[config.mk]
export PLATFORM = sky130hd
export DESIGN_NAME = icache_controller
export DESIGN_NICKNAME = d
export VERILOG_FILES = /design/src/rtl/icache_controller.sv
export SDC_FILE = /design/constraint.sdc
export NUM_CORES = 2
export LEC_CHECK = 0
export CAP_MARGIN = 20
export CORE_MARGIN = 1
export CORE_UTILIZATION = 30
export DETAILED_ROUTE_END_ITERATION = 12
export MAX_ROUTING_LAYER = met4
export PLACE_DENSITY_LB_ADDON = 0.1
export RECOVER_POWER = 100
export SYNTH_ARGS = -nofsm -noshare
export SYNTH_HDL_FRONTEND = slang
export SYNTH_SLANG_ARGS = --single-unit
[constraint.sdc]
create_clock -name CLK -period 3.75 [get_ports CLK]
set_input_delay 0.5625 -clock CLK [delete_from_list [all_inputs] [get_ports CLK]]
set_output_delay 0.5625 -clock CLK [all_outputs]
set_load 0.02 [all_outputs]
[src/rtl/icache_controller.sv]
// Direct-mapped, read-only instruction cache with a two-word block refill over
// the iREN/iwait bus handshake, plus saturating hit/miss statistics.
module icache_controller #(
    parameter int SETS   = 16,
    parameter int WORD_W = 32,
    parameter int CNT_W  = 32
) (
    input  logic              CLK,
    input  logic              nRST,
    input  logic              halt,
    input  logic              imemREN,
    input  logic [WORD_W-1:0] imemaddr,
    output logic              ihit,
    output logic [WORD_W-1:0] imemload,
    output logic              iREN,
    output logic [WORD_W-1:0] iaddr,
    input  logic              iwait,
    input  logic [WORD_W-1:0] iload,
    output logic [CNT_W-1:0]  hit_count,
    output logic [CNT_W-1:0]  miss_count
);

    localparam int IW = $clog2(SETS);
    localparam int TW = WORD_W - IW - 3;
    localparam logic [CNT_W-1:0] CNT_ONE = {{(CNT_W-1){1'b0}}, 1'b1};

    typedef enum logic [1:0] {IDLE, FETCH0, FETCH1} state_t;

    state_t r_state;
    state_t w_state_next;

    logic [TW-1:0]     w_tag;
    logic [IW-1:0]     w_idx;
    logic              w_sel;
    logic              w_unused_ok;

    logic [TW-1:0]     r_miss_tag;
    logic [IW-1:0]     r_miss_idx;
    logic [CNT_W-1:0]  r_hit_count;
    logic [CNT_W-1:0]  r_miss_count;

    logic [SETS-1:0]   w_valid;
    logic [TW-1:0]     w_tag_arr   [SETS];
    logic [WORD_W-1:0] w_word0_arr [SETS];
    logic [WORD_W-1:0] w_word1_arr [SETS];

    logic              w_lookup;
    logic              w_hit;
    logic              w_start_miss;
    logic              w_fill0;
    logic              w_fill_done;

    assign w_tag       = imemaddr[WORD_W-1:IW+3];
    assign w_idx       = imemaddr[IW+2:3];
    assign w_sel       = imemaddr[2];
    assign w_unused_ok = ^imemaddr[1:0];

    assign w_lookup = imemREN & w_valid[w_idx] & (w_tag_arr[w_idx] == w_tag);
    // Lookups are only honoured while no refill is in flight.
    assign w_hit    = (r_state == IDLE) & w_lookup;

    assign ihit       = w_hit;
    assign imemload   = w_hit ? (w_sel ? w_word1_arr[w_idx] : w_word0_arr[w_idx]) : '0;
    assign hit_count  = r_hit_count;
    assign miss_count = r_miss_count;

    always_comb begin
        w_state_next = r_state;
        w_start_miss = 1'b0;
        w_fill0      = 1'b0;
        w_fill_done  = 1'b0;
        iREN         = 1'b0;
        iaddr        = '0;
        case (r_state)
            IDLE: begin
                if (imemREN && !w_lookup && !halt) begin
                    w_start_miss = 1'b1;
                    w_state_next = FETCH0;
                end
            end
            FETCH0: begin
                iREN  = 1'b1;
                iaddr = {r_miss_tag, r_miss_idx, 1'b0, 2'b00};
                if (!iwait) begin
                    w_fill0      = 1'b1;
                    w_state_next = FETCH1;
                end
            end
            FETCH1: begin
                iREN  = 1'b1;
                iaddr = {r_miss_tag, r_miss_idx, 1'b1, 2'b00};
                if (!iwait) begin
                    w_fill_done  = 1'b1;
                    w_state_next = IDLE;
                end
            end
            default: w_state_next = IDLE;
        endcase
    end

    always_ff @(posedge CLK or negedge nRST) begin
        if (!nRST) begin
            r_state      <= IDLE;
            r_miss_tag   <= '0;
            r_miss_idx   <= '0;
            r_hit_count  <= '0;
            r_miss_count <= '0;
        end else begin
            r_state <= w_state_next;
            if (w_start_miss) begin
                r_miss_tag <= w_tag;
                r_miss_idx <= w_idx;
            end
            if (w_hit && (r_hit_count != '1)) begin
                r_hit_count <= r_hit_count + CNT_ONE;
            end
            if (w_start_miss && (r_miss_count != '1)) begin
                r_miss_count <= r_miss_count + CNT_ONE;
            end
        end
    end

    genvar gi;
    generate
        for (gi = 0; gi < SETS; gi++) begin : g_set
            localparam logic [IW-1:0] SET_ID = IW'(gi);

            logic              r_valid;
            logic [TW-1:0]     r_tag;
            logic [WORD_W-1:0] r_word0;
            logic [WORD_W-1:0] r_word1;
            logic              w_fill_sel;

            assign w_fill_sel = (r_miss_idx == SET_ID);

            // Invalidate on miss start so a half-written block can never hit.
            always_ff @(posedge CLK or negedge nRST) begin
                if (!nRST) begin
                    r_valid <= 1'b0;
                end else if (w_start_miss && (w_idx == SET_ID)) begin
                    r_valid <= 1'b0;
                end else if (w_fill_done && w_fill_sel) begin
                    r_valid <= 1'b1;
                end
            end

            always_ff @(posedge CLK) begin
                if (w_fill0 && w_fill_sel) begin
                    r_word0 <= iload;
                end
                if (w_fill_done && w_fill_sel) begin
                    r_word1 <= iload;
                    r_tag   <= r_miss_tag;
                end
            end

            assign w_valid[gi]     = r_valid;
            assign w_tag_arr[gi]   = r_tag;
            assign w_word0_arr[gi] = r_word0;
            assign w_word1_arr[gi] = r_word1;
        end
    endgenerate

endmodule

==> summary.md <==
| Metric | Value |
|---|---|
| Slew Viols, Final | 723 |
| Worst setup path endpoint | imemload[2] |
| Routed Antenna Nets | 0 |
| Antenna violations before repair | 14 |
| Post-Syn Area per Cell | 21.7 um2 |
| Clock latency at the later pin of the worst-skew pair | a little over 0.8 ns |
| Post-synth EDFFs | 1424 |
| Core Area | around 200000 um2 |
| Failing checks | capacitance limit, slew limit, setup timing |
| Share of cells above drive strength 1 | roughly a third |
| Final instance area | between 70000 and 80000 um2 |
| FFs w/ async S/R, synth | 7.23% |
| Area of the die | roughly 200000 um2 |
| FF-to-FF Start | g_set[8].r_tag[19]$_DFFE_PP_ |
| I/O Buffers | around 190 |
| Hold WS | 0.275 ns |
| RSZ-0062 raised after global routing | yes |
| Drt pass-1 iters | 5 |
| Setup Skew | 0.0333 ns |
| Sequential fraction of the synthesis area | 75.6% |
| Global route total overflow | 0 |
| Flop2flop setup slack | -0.23 ns |
| Layer with the highest usage | met2 |
| All-Layer GR Usage | 17.4% |
| Slack of the critical path | -0.703 ns |
| CTS tree | yes |
| Post-Place Cell Area | between 60000 and 70000 um2 |
| Pleak | 24.2 nW |
| Grt met2 use | 29.0% |
| CTS Buf Count | 167 |
| Most common cell after layout, fill and taps aside | edfxtp_1 |
| Met3 usage | 2.71% |
| Worst Tran Pin Value | 2.07 ns |
| Pwr dens | roughly 560 nW/um2 |
| Reg2reg end | hit_count[28]$_DFFE_PN0P_ |
| Status | complete, but fails checks |
| Worst setup SP type | register |
| Clock sink count | 1535 |
| CP Data Arrival Time | 3.89 ns |
| HP Class | in -> reg |
| Vias in the first global route | 31700 |
| Period utilisation layout | 119% |
| Met1 global-route usage | 22.2% |
| Ys flop type | edfxtp_1 |
| # IOs | 199 |
| Row count | 164 |
| Final setup fails | 69 |
| Synth cell types | 61 |
| Most frequent cells in the layout | edfxtp_1, mux4_2, buf_4 |
| DR WL/cell | 28.2 um |
| Fin crit period | roughly 4.5 ns |
| WS Path Type | reg -> out |
| Synth-to-Final Area Change | 21.8% |
| Synth Register Bits | 1535 |
| Mapped Area | between 60000 and 70000 um2 |
| Critical Path Sink Type | output port |
| Via-to-Cell Ratio | 4.87 |
| Routed WL | ~170000 um |
| Max-cap violations | 24 |
| Starting Density | 30.2% |
| Hold path depth | 3 |
| Syn Inst Count | 2773 |
| Vias | 29800 |
| Worst R2R Path Depth | 13 |
| Final nets | 3381 |
| Peak VDD IR | 0.448 mV |
| DR DRC count | 0 |
| First-pass GRT wire length | 242000 um |
| CTS H-tree depth | 4 |
| Root buffer cell | clkbuf_16 |
| CP Max Fanout | 5 |
| Final-report hold violation count | 0 |
| Slew HR | -38.3% |
| Gpl congestion | ~0.77 |
| WP data required | between 3 and 4 ns |
| Chip width | 450 um |
| Dpl hpwl | 94500 um |
| DIE HEIGHT | between 400 and 500 um |
| FMAX | 0.225 GHz |
| Clk pin slew, worst setup/hold paths | around 0.06 ns |
| Critical path origin | g_set[8].r_tag[19]$_DFFE_PP_ |
| Starting DRT DRC Count | 2581 |
| Clk buf depth | 3 |
| Ys Warns | 0 |
| Largest net degree at the start of global routing | about 130 |
through the flow:
step	util, %	std cells	setup WS (ns)	power [mW]	setup TNS (ns)
4_1_cts	37.1	6078	-0.833	41.6	-24.61
5_1_grt	36.8	6104	-0.816	42.2	-42.22
2_1_floorplan	-	2774	-0.240	22.9	-153.64
6_report	36.8	6104	-0.703	40.8	-26.79
3_3_place_gp	34.1	5756	-1.06	25.1	-73.47
3_5_place_dp	34.1	5756	-1.03	25.2	-71.35
routing by layer:
layer  vias to the layer above  share of wire [%]
met5                         -                  0
met4                         0                1.9
met3                       206                3.9
met2                       653                 51
met1                     16300                 43
li1                      12600                  -
final cells by class:
| class | count | area (um2) |
|---|---|---|
| sequential | 1535 | 45500 |
| clock buffer | 209 | 4440 |
| timing repair buffer | 502 | 4600 |
| antenna | 7 | 17.5 |
| tap | 2656 | 3320 |
| multi-input combinational | 1086 | 14500 |
| fill | 18200 | 126000 |
| clock inverter | 96 | 923 |
| inverter | 13 | 51.3 |
worst min path at each step:
stage                     start                            to  slack, ns
floorplan                  nRST  g_set[0].r_valid$_DFFE_PN0P_       0.27
global placement           nRST     hit_count[30]$_DFFE_PN0P_       0.43
detailed placement         nRST     hit_count[31]$_DFFE_PN0P_       0.43
CTS                        nRST     hit_count[31]$_DFFE_PN0P_       0.09
global route        imemaddr[3]  g_set[3].r_valid$_DFFE_PN0P_       0.27
finish              imemaddr[3]  g_set[3].r_valid$_DFFE_PN0P_       0.27
registers in the layout (all words and copies together) (netlist names):
signal	flops
g_set.r_word0	512
g_set.r_word1	512
r_state	2
hit_count	32
r_miss_idx	4
g_set.r_valid	16
r_miss_tag	25
g_set.r_tag	400
miss_count	32
kinds of logic after synthesis:
kind of cell,count (synthesis),synth area share [%]
DFF,1535,75.6
muxes,547,17.7
and+or+nand+nor,345,3.06
buffers and inverters,153,1.14
xor gates and xnor gates,93,1.35
AOI/OAI and AO/OA,92,1.05
adders and majority gates,7,0.145
other,1,0.00623
power breakdown:
group          switching (mW)  total (mW)  internal [mW]
Clock                    6.85        16.2           9.32
Sequential              0.947        21.0           20.1
Combinational            2.10        3.62           1.53
timing repair:
item,4_1_cts,5_1_grt
hold buffers,1,0
resized for setup,217,24
buffers inserted,13,6
gates cloned,3,1
hold endpoints to repair,13,0
pin swaps,20,17
endpoints found under the setup margin,72,44
cells in the mapped netlist (10+ instances only):
master	n	share of area (%)
mux4_2	406	15
o21ai_0	16	0.13
edfxtp_1	1424	71
nor3_1	26	0.22
a31oi_1	13	0.14
inv_1	12	0.075
buf_2	37	0.31
clkbuf_1	59	0.37
and2_1	35	0.36
nand3_1	31	0.26
nor2b_1	14	0.15
buf_1	31	0.19
and3_1	28	0.29
nand2b_1	10	0.10
o22ai_1	11	0.11
mux2i_1	88	1.5
xor2_1	36	0.52
nand2_1	42	0.26
nand4_1	24	0.25
xnor2_1	57	0.83
nor2_1	108	0.67
dfrtp_1	111	4.6
mux2_2	52	0.97
worst max-delay path, stage by stage (launching register included):
cell      delay (ns)
edfxtp_1        0.37
mux4_2          0.48
mux2i_2         0.19
nor2_1          0.07
o31a_1          0.31
a2111o_1        0.47
nor4_4          0.18
and4_4          0.29
nand2_8         0.12
buf_16          0.20
buf_8           0.14
nor2_4          0.11
buf_6           0.12
Power figures use the tool's default switching activity.
